<file path="config.mk">
export PLATFORM = sky130hd
export DESIGN_NAME = hood_mode_scheduler
export DESIGN_NICKNAME = d
export VERILOG_FILES = /design/src/rtl/hood_mode_scheduler.sv
export SDC_FILE = /design/constraint.sdc
export NUM_CORES = 1
export LEC_CHECK = 0
export BUFFER_PORTS_ARGS = -buffer_cell sky130_fd_sc_hd__buf_4
export CAP_MARGIN = 25
export CORE_MARGIN = 10
export CORE_UTILIZATION = 51
export CTS_CLUSTER_SIZE = 8
export DETAILED_ROUTE_END_ITERATION = 16
export GPL_TIMING_DRIVEN = 0
export PLACE_DENSITY = 0.84
export SLEW_MARGIN = 20
export SYNTH_ARGS = -nofsm -noshare
export SYNTH_HDL_FRONTEND = slang
export SYNTH_SLANG_ARGS = --single-unit
</file>
<file path="constraint.sdc">
create_clock -name i_clk -period 5.23 [get_ports i_clk]
set_input_delay 0 -clock i_clk [delete_from_list [all_inputs] [get_ports i_clk]]
set_output_delay 0 -clock i_clk [all_outputs]
set_load 0.01 [all_outputs]
</file>
<file path="src/rtl/hood_mode_scheduler.sv">
// Range-hood fan mode sequencer: standby/menu/levels/hurricane/self-clean with second-tick countdowns.
// Optional macro HURRICANE_LIMIT_EN: allow level 3 only once per power session.
module hood_mode_scheduler #(
    parameter int SECOND        = 100_000_000,
    parameter int HURRICANE_SEC = 60,
    parameter int CLEAN_SEC     = 180,
    parameter int RETURN_SEC    = 60
) (
    input  logic        i_clk,
    input  logic        i_rst,
    input  logic        i_machine_state,
    input  logic        i_menu_btn,
    input  logic        i_level1_btn,
    input  logic        i_level2_btn,
    input  logic        i_level3_btn,
    input  logic        i_clean_btn,
    output logic [2:0]  o_mode_state,
    output logic [1:0]  o_fan_level,
    output logic [7:0]  o_countdown,
    output logic        o_hurricane_used,
    output logic        o_clean_done,
    output logic [31:0] o_time_data
);
    localparam logic [2:0] S_OFF     = 3'd0;
    localparam logic [2:0] S_STANDBY = 3'd1;
    localparam logic [2:0] S_MENU    = 3'd2;
    localparam logic [2:0] S_L1      = 3'd3;
    localparam logic [2:0] S_L2      = 3'd4;
    localparam logic [2:0] S_L3      = 3'd5;
    localparam logic [2:0] S_RETURN  = 3'd6;
    localparam logic [2:0] S_CLEAN   = 3'd7;

    localparam int TW = (SECOND > 1) ? $clog2(SECOND) : 1;
    localparam logic [TW-1:0] TICK_LAST = TW'(SECOND - 1);
    localparam logic [7:0] HUR_LOAD   = (HURRICANE_SEC > 255) ? 8'd255 : 8'(HURRICANE_SEC);
    localparam logic [7:0] CLEAN_LOAD = (CLEAN_SEC > 255)     ? 8'd255 : 8'(CLEAN_SEC);
    localparam logic [7:0] RET_LOAD   = (RETURN_SEC > 255)    ? 8'd255 : 8'(RETURN_SEC);

    logic [2:0]    r_state;
    logic [7:0]    r_cnt;
    logic          r_hu;
    logic          r_done;
    logic [1:0]    r_fan;
    logic [31:0]   r_time;
    logic [TW-1:0] r_tick;

    logic [2:0]    w_next_state;
    logic [7:0]    w_next_cnt;
    logic          w_next_hu;
    logic          w_next_done;
    logic [1:0]    w_next_fan;
    logic [31:0]   w_next_time;
    logic          w_timed;
    logic          w_tick;
    logic          w_last;
    logic [7:0]    w_dec;
    logic          w_l3_ok;

`ifdef HURRICANE_LIMIT_EN
    assign w_l3_ok = !r_hu;
`else
    assign w_l3_ok = 1'b1;
`endif

    assign w_timed = (r_state == S_L3) || (r_state == S_RETURN) || (r_state == S_CLEAN);
    assign w_tick  = w_timed && (r_tick == TICK_LAST);
    assign w_last  = (r_cnt <= 8'd1);
    assign w_dec   = (r_cnt == 8'd0) ? 8'd0 : r_cnt - 8'd1;

    always_ff @(posedge i_clk) begin
        if (i_rst) r_state <= S_OFF;
        else       r_state <= w_next_state;
    end

    always_comb begin
        w_next_state = r_state;
        w_next_cnt   = r_cnt;
        w_next_hu    = r_hu;
        w_next_done  = 1'b0;
        if (!i_machine_state) begin
            w_next_state = S_OFF;
            w_next_cnt   = 8'd0;
            w_next_hu    = 1'b0;
        end else begin
            case (r_state)
                S_OFF:     w_next_state = S_STANDBY;
                S_STANDBY: if (i_menu_btn) w_next_state = S_MENU;
                S_MENU: begin
                    if (i_menu_btn) w_next_state = S_STANDBY;
                    else if (i_clean_btn) begin
                        w_next_state = S_CLEAN;
                        w_next_cnt   = CLEAN_LOAD;
                    end else if (i_level3_btn && w_l3_ok) begin
                        w_next_state = S_L3;
                        w_next_cnt   = HUR_LOAD;
                        w_next_hu    = 1'b1;
                    end else if (i_level2_btn) w_next_state = S_L2;
                    else if (i_level1_btn) w_next_state = S_L1;
                end
                S_L1: begin
                    if (i_menu_btn)        w_next_state = S_STANDBY;
                    else if (i_level2_btn) w_next_state = S_L2;
                end
                S_L2: begin
                    if (i_menu_btn)        w_next_state = S_STANDBY;
                    else if (i_level1_btn) w_next_state = S_L1;
                end
                S_L3: begin
                    if (i_menu_btn) begin
                        w_next_state = S_RETURN;
                        w_next_cnt   = RET_LOAD;
                    end else if (w_tick) begin
                        w_next_cnt = w_dec;
                        if (w_last) w_next_state = S_L2;
                    end
                end
                S_RETURN: if (w_tick) begin
                    w_next_cnt = w_dec;
                    if (w_last) w_next_state = S_STANDBY;
                end
                S_CLEAN: if (w_tick) begin
                    w_next_cnt = w_dec;
                    if (w_last) begin
                        w_next_state = S_STANDBY;
                        w_next_done  = 1'b1;
                    end
                end
                default: w_next_state = S_OFF;
            endcase
        end
    end

    // Output values are computed from the next state so every output register updates together.
    always_comb begin
        w_next_fan = 2'd0;
        case (w_next_state)
            S_L1:               w_next_fan = 2'd1;
            S_L2, S_RETURN:     w_next_fan = 2'd2;
            S_L3, S_CLEAN:      w_next_fan = 2'd3;
            default:            w_next_fan = 2'd0;
        endcase
        w_next_time = {12'hFFF, 1'b0, w_next_state, 4'hF,
                       4'(w_next_cnt / 8'd100),
                       4'((w_next_cnt / 8'd10) % 8'd10),
                       4'(w_next_cnt % 8'd10)};
    end

    always_ff @(posedge i_clk) begin
        if (i_rst) begin
            r_cnt  <= 8'd0;
            r_hu   <= 1'b0;
            r_done <= 1'b0;
            r_fan  <= 2'd0;
            r_time <= 32'hFFFF_FF00;
        end else begin
            r_cnt  <= w_next_cnt;
            r_hu   <= w_next_hu;
            r_done <= w_next_done;
            r_fan  <= w_next_fan;
            r_time <= w_next_time;
        end
    end

    // Tick counter restarts on every state entry so a new timed mode gets a full first second.
    always_ff @(posedge i_clk) begin
        if (i_rst)                                    r_tick <= '0;
        else if ((w_next_state != r_state) || !w_timed) r_tick <= '0;
        else if (w_tick)                              r_tick <= '0;
        else                                          r_tick <= r_tick + 1'b1;
    end

    assign o_mode_state     = r_state;
    assign o_fan_level      = r_fan;
    assign o_countdown      = r_cnt;
    assign o_hurricane_used = r_hu;
    assign o_clean_done     = r_done;
    assign o_time_data      = r_time;
endmodule

</file>
==> results.ini, run 1 <==
[floorplanning]
fp.coreArea_mm2=0.00691
die_w_um=105
io_pins=55
die_h_um=105
fp.dieArea_mm2=0.0111
start_util_pct=53.6
num_rows=30

[timing]
tightest_slew_ps=844
rsz0062_at_grt=false
fin_skew_ps=14.0
finalCriticalPeriod_ps=4910
post-route-period-util_pct=93.9
final-setup-viol-count=0
slew_headroom_pct=43.2
max_clock_freq_mhz=204
finalSetupTns_ps=0
hold_viol_final=0
finalMaxSlewViolations=0
finalWorstSetupSlack_ps=317

[routing]
firstDrtPassIters=6
ant_nets=0
drcViolationCount=0
num_vias=3556
drtIter0Drc=274
wire_per_inst_um=15.2
viasPerCell=5.66
routed_wirelength_um=9520

[cells_and_area]
n_antenna_cell=0
final_common_cell=nor2_1
layout-drive-gt1-share_pct=18.2
mostFrequentLayoutCells=nor2_1 (81), buf_4 (59), dfxtp_1 (56)
syn2layout_area_growth_pct=15.7
layout.nets=548

[power]
p_total_w=0.000768
p_sw_share_pct=26.2
pwr-share-seq_pct=56.5
powerDensity_mw_per_mm2=180
p_leak_nw=1.60
p_comb_share_pct=12.3
clock_power_share_pct=31.2
ir_drop_uv=125
intPower_w=0.000567
power.net_switching_w=0.000201

[cts]
cts.sinks=56
cts-htree-levels=2
clk_pin_slew_ps=110
clockBufferDepth=2
root_buffer=clkbuf_8
numCtsBuffers=5
clk_latency_ps=310
cts_tree=built

[logic_synthesis]
synth_area_mm2=0.00370
seq_area_frac_synth_pct=30.3
synth-edff-count=0
synth_top_area_share_pct=30.3
yosysWarnings=0
netlist_instances=469
syn_avg_cell_area_um2=7.89
synthArstFlopShare_pct=0
synth_area_leaders=dfxtp_1 (30%), nor2_1 (8.2%), xnor2_1 (4.0%)
synth_top_area_cell=dfxtp_1
synth_cell_types=74
synth_flop_cell=dfxtp_1
ys_ff_latch=56

[grt]
grt_max_degree=18
track_usage_pct=16.2
grt_pass1_wl_um=15600
antenna_found_initial=0
grt_pass1_vias=3270
overflow=0

[placed_design]
port_buffers=38
dp_slack_ps=96.1
dp_hpwl_um=7280
gp_congestion=0.926

[setup_path]
crit_buf_inv=4
critPathTopFamily=simple AND/OR/NAND/NOR gates
cp-startpoint=r_tick[8]
cp_slowest_stage_delay_ps=590
r2r_end=o_time_data[7]
crit_required_ps=5460
crit_slowest_cell=or4_4
reg2regPathDepth=18
cp_cell_sequence=or4b_1, or4_4, nor3_4, buf_6, nor3_1, a211o_1, buf_2, maj3_1, o22ai_1, or2_1, buf_2, ha_1, inv_1, a2111oi_4, o31ai_1, ha_1, or3_1, a211oi_1
crit_type=register to register
critPathCaptureType=register
worst_r2r_startpoint=r_tick[8]
cp.arrival_ps=5150
crit_path_max_fanout=10
critPathLaunchType=register
reg2reg_slack_ps=320

[worst_hold_path]
hold_path_depth=4
hold_path_startpoint=i_clean_btn
hold_path_end=o_hurricane_used
hold_path.class=primary input to register

[run]
cap_violations=0

[status]
outcome=finished clean

-- how the worst max path moves through the flow --
stage / end / slack [ps] / cells after the start
2_1_floorplan: o_time_data[7] / 640 / 18
3_3_place_gp: o_time_data[7] / 190 / 19
3_5_place_dp: o_time_data[7] / 100 / 19
4_1_cts: o_time_data[7] / 60 / 19
5_1_grt: o_time_data[7] / 10 / 18
6_report: o_time_data[7] / 320 / 18
-- layer usage --
layer	wire [µm]	vias up	part of all wire, %	GRT usage [%]
met5	0	-	0	0
met1	4290	1634	45	20.7
met2	4520	139	47	27.0
met4	103	0	1.1	4.31
li1	-	1775	-	-
met3	611	8	6.4	3.13
-- power by group through the flow --
stage / registers [W] / logic [W] / clock network, W
final: 0.000434 / 0.0000947 / 0.000240
after global routing: 0.000435 / 0.000104 / 0.000259
after CTS: 0.000434 / 0.0000923 / 0.000242
after detailed placement: 0.000444 / 0.0000914 / 0
after global placement: 0.000444 / 0.0000893 / 0
after floorplan: 0.000447 / 0.0000598 / 0
-- what timing repair did --
action | CTS | global route
gates resized for setup | 0 | 5
setup buffers | 0 | 2
hold endpoints to repair | 3 | 0
hold buffers | 1 | 0
setup endpoints to repair | 0 | 4
-- final cells by class --
cell class | count | area (µm²)
Buffer | 42 | 256
Timing Repair Buffer | 41 | 310
Inverter | 16 | 60.1
Clock inverter | 2 | 16.3
Multi-Input combinational cell | 369 | 2320
Tap cell | 96 | 120
Fill cell | 596 | 2630
Clock buffer | 6 | 72.6
Sequential cell | 56 | 1120
-- stage by stage --
| step | hold WS [ps] | cell area [µm²] | utilization (%) | std cells |
|---|---|---|---|---|
| after CTS | 77.4 | 4260 | 61.7 | 627 |
| final | 71.7 | 4280 | 62.0 | 628 |
| after floorplan | 27.7 | 3750 | - | 484 |
| after detailed placement | 162 | 4160 | 60.2 | 618 |
| after global routing | 86.8 | 4280 | 62.0 | 628 |
| after global placement | 156 | 4160 | 60.2 | 618 |
-- worst reg2reg max path: cells and delay by family, from the launching register on --
kind	cells	cell delay, ps
AO/OA/AOI/OAI	5	1130
flip-flops	1	370
AND/OR/NAND/NOR	6	1980
buffers and inverters	4	610
adder cells (fa/ha/maj)	3	740
-- synthesized netlist by cell type (all sizes together) (12+ instances only) --
library cell and instances:
nand4 12, xor2 12, a21oi 17, nand3 18, o21ai 23, nor2 81, clkbuf 18, nor3 13
buf 25, nand2 30, xnor2 17, inv 16, dfxtp 56
-- kinds of logic (layout without fill, tap and decap cells) --
| logic type | Yosys count | in the layout | synth area share [%] |
|---|---|---|---|
| and+or+nand+nor | 197 | 197 | 26.5 |
| AOI/OAI and AO/OA | 111 | 111 | 22.4 |
| buffers and inverters | 59 | 107 | 8.59 |
| muxes | 4 | 4 | 1.35 |
| DFF | 56 | 56 | 30.3 |
| other | 1 | 16 | 0.101 |
| adders and majority gates | 12 | 12 | 3.89 |
| xor gates and xnor gates | 29 | 29 | 6.87 |
-- registers in the layout, summed over array words and instances, names as in the netlist --
register / count
r_tick: 27
o_countdown: 8
o_hurricane_used: 1
o_clean_done: 1
o_mode_state: 3
o_time_data: 14
o_fan_level: 2
(Power assumes the default switching activity.)
==> run 2, diff against run 1 <==
Settings changed: CELL_PAD_IN_SITES_DETAIL_PLACEMENT from default to 1, CELL_PAD_IN_SITES_GLOBAL_PLACEMENT from default to 2, CORE_UTILIZATION 51 to 34, PLACE_DENSITY 0.84 to 0.92.
==> run 2 against run 1 <==
- hold slack gained 35 ps
- sequential share of layout area shrank 0.59 points
- maximum frequency shrank 0.73%
- wire length grew 18%
- setup slack lost 36 ps
- critical endpoint unchanged
- highest routed layer unchanged
- global-route usage shrank 1.9 points
- cell count grew 7.8%
- combinational power grew 2%
- via count grew 1.5%
- clock power grew 7%
==> results.ini, run 2 (synthesis results as in run 1) <==
[status]
outcome=finished clean

[cells_and_area]
nFillCells=1359  ; +130%
mostFrequentLayoutCells=nor2_1 (81), buf_4 (64), dfxtp_1 (56)
largest_reg_flops=27  ; unchanged
layout-drive-gt1-share_pct=19.2  ; +0.95 points
layout.nets=553  ; +0.91%
n_antenna_cell=0  ; unchanged
final_common_cell=nor2_1
syn2layout_area_growth_pct=18.4
largest_register=r_tick
fin_area_mm2=0.00438  ; +2.3%

[setup_path]
cp.arrival_ps=5190  ; +40 ps
crit_type=register to register
crit_path_max_fanout=5  ; -5
reg2regPathDepth=16  ; -2
worst_r2r_startpoint=r_tick[8]
r2r_end=o_time_data[7]
critPathLaunchType=register
critPathCaptureType=register
crit_required_ps=5470  ; about the same
reg2reg_slack_ps=280  ; -40 ps

[cts]
root_buffer=clkbuf_8
clockBufferDepth=2  ; unchanged
cts_tree=built
cts-htree-levels=2  ; unchanged
cts.sinks=56  ; unchanged
numCtsBuffers=5  ; unchanged
clk_latency_ps=330  ; +20 ps
clk_pin_slew_ps=110  ; about the same

[timing]
final-setup-viol-count=0  ; unchanged
finalMaxSlewViolations=0  ; unchanged
rsz0062_at_grt=false
finalWorstSetupSlack_ps=281  ; -36.2 ps
slew_headroom_pct=47.8  ; +4.6 points
hold_viol_final=0  ; unchanged
finalCriticalPeriod_ps=4950  ; +36.2 ps
fin_skew_ps=12.8  ; -1.20 ps
post-route-period-util_pct=94.6  ; +0.69 points
tightest_slew_ps=776  ; -67.9 ps
finalSetupTns_ps=0  ; unchanged
max_clock_freq_mhz=202  ; -0.73%

[placed_design]
gp_congestion=0.908  ; -1.9%
dp_hpwl_um=8710  ; +20%
dp_slack_ps=36.8  ; -59.3 ps
place_area_mm2=0.00422  ; +1.3%
port_buffers=38  ; unchanged

[grt]
track_usage_pct=14.3  ; -1.9 points
grt_max_degree=20  ; +2
overflow=0  ; unchanged
antenna_found_initial=0  ; unchanged
grt_pass1_vias=3633  ; +11%
grt_pass1_wl_um=19000  ; +21%

[run]
cap_violations=0  ; unchanged

[worst_hold_path]
hold_path_end=o_hurricane_used
hold_path_startpoint=i_clean_btn
hold_path_depth=4  ; unchanged
hold_path.class=primary input to register

[routing]
routed_wirelength_um=11200  ; +18%
top_layer=met4
ant_nets=0  ; unchanged
num_vias=3609  ; +1.5%
wl_met3_um=310  ; -49%
drtIter0Drc=191  ; -30%
firstDrtPassIters=4  ; -2
viasPerCell=5.33  ; -5.9%
drcViolationCount=0  ; unchanged
wire_per_inst_um=16.6  ; +9.5%
dr_wl_met2_um=5510  ; +22%
wl_met1_um=5280  ; +23%

[floorplanning]
start_util_pct=34.4  ; -19 points
die_h_um=124  ; +18%
num_rows=38  ; +27%
die_w_um=124  ; +18%
fp.dieArea_mm2=0.0155  ; +40%
fp.coreArea_mm2=0.0107  ; +56%
io_pins=55  ; unchanged

[power]
pwr-share-seq_pct=55.1  ; -1.4 points
p_comb_share_pct=12.2  ; about the same
power.net_switching_w=0.000218  ; +8.3%
p_leak_nw=1.63  ; +2.0%
intPower_w=0.000571  ; +0.62%
ir_drop_uv=128  ; +2.3%
clock_power_share_pct=32.7  ; +1.5 points
powerDensity_mw_per_mm2=180  ; +0.31%
p_sw_share_pct=27.6  ; +1.4 points

==> run 2: area by class of cell <==
type | count | area (µm²) | share of cell area [%]
buffer | 42 | 256 | 5.86
sequential | 56 | 1120 | 25.6
tap | 140 | 175 | 4.00
inverter | 16 | 60.1 | 1.37
clock inverter | 3 | 26.3 | 0.600
clock buffer | 5 | 68.8 | 1.57
multi-input combinational | 369 | 2320 | 53.0
timing repair buffer | 46 | 348 | 7.95
==> run 2: worst max path at each step <==
stage,slack [ps],start,cells after the start,end
2_1_floorplan,640,r_tick[8],18,o_time_data[7]
3_3_place_gp,100,o_mode_state[0],19,o_time_data[7]
3_5_place_dp,40,o_mode_state[0],19,o_time_data[7]
4_1_cts,10,o_mode_state[0],19,o_time_data[7]
5_1_grt,30,r_tick[8],18,o_time_data[7]
6_report,280,r_tick[8],16,o_time_data[7]
==> run 2: routing by layer <==
layer / track usage [%] / vias up
met5: 0 / -
met1: 18.4 / 1758
met4: 3.91 / 0
met3: 1.70 / 9
met2: 24.4 / 65
li1: - / 1777
==> run 2: worst max-delay path, cell delays in order (launching register included) <==
cell and delay (ps):
dfxtp_1 360, or4b_1 520, or4_4 600, or4_1 600, o211a_1 220, o21ai_0 160
or3b_2 470, a21oi_1 210, or2_1 130, buf_2 150, ha_1 170, inv_1 60
a2111oi_4 230, o31ai_1 170, ha_1 210, or3_1 360, a211oi_1 230
==> run 2: what timing repair did <==
item | CTS | global route
hold buffers | 1 | 0
gates resized for setup | 0 | 5
setup buffers | 0 | 7
hold endpoints to repair | 3 | 0
endpoints found under the setup margin | 0 | 4
==> run 2: power groups by stage <==
stage | logic, W | clock network [W] | registers [W]
final | 0.0000962 | 0.000258 | 0.000435
after global routing | 0.000107 | 0.000284 | 0.000436
after CTS | 0.0000952 | 0.000266 | 0.000435
after detailed placement | 0.0000942 | 0 | 0.000444
after global placement | 0.0000921 | 0 | 0.000444
after floorplan | 0.0000598 | 0 | 0.000447
==> run 2: metrics by stage <==
step | utilization (%) | hold slack (ps) | cells | total power (W)
2_1_floorplan | - | 27.7 | 484 | 0.000506
3_3_place_gp | 39.2 | 173 | 662 | 0.000536
3_5_place_dp | 39.2 | 175 | 662 | 0.000538
4_1_cts | 40.2 | 103 | 671 | 0.000796
5_1_grt | 40.7 | 144 | 677 | 0.000827
6_report | 40.7 | 106 | 677 | 0.000789
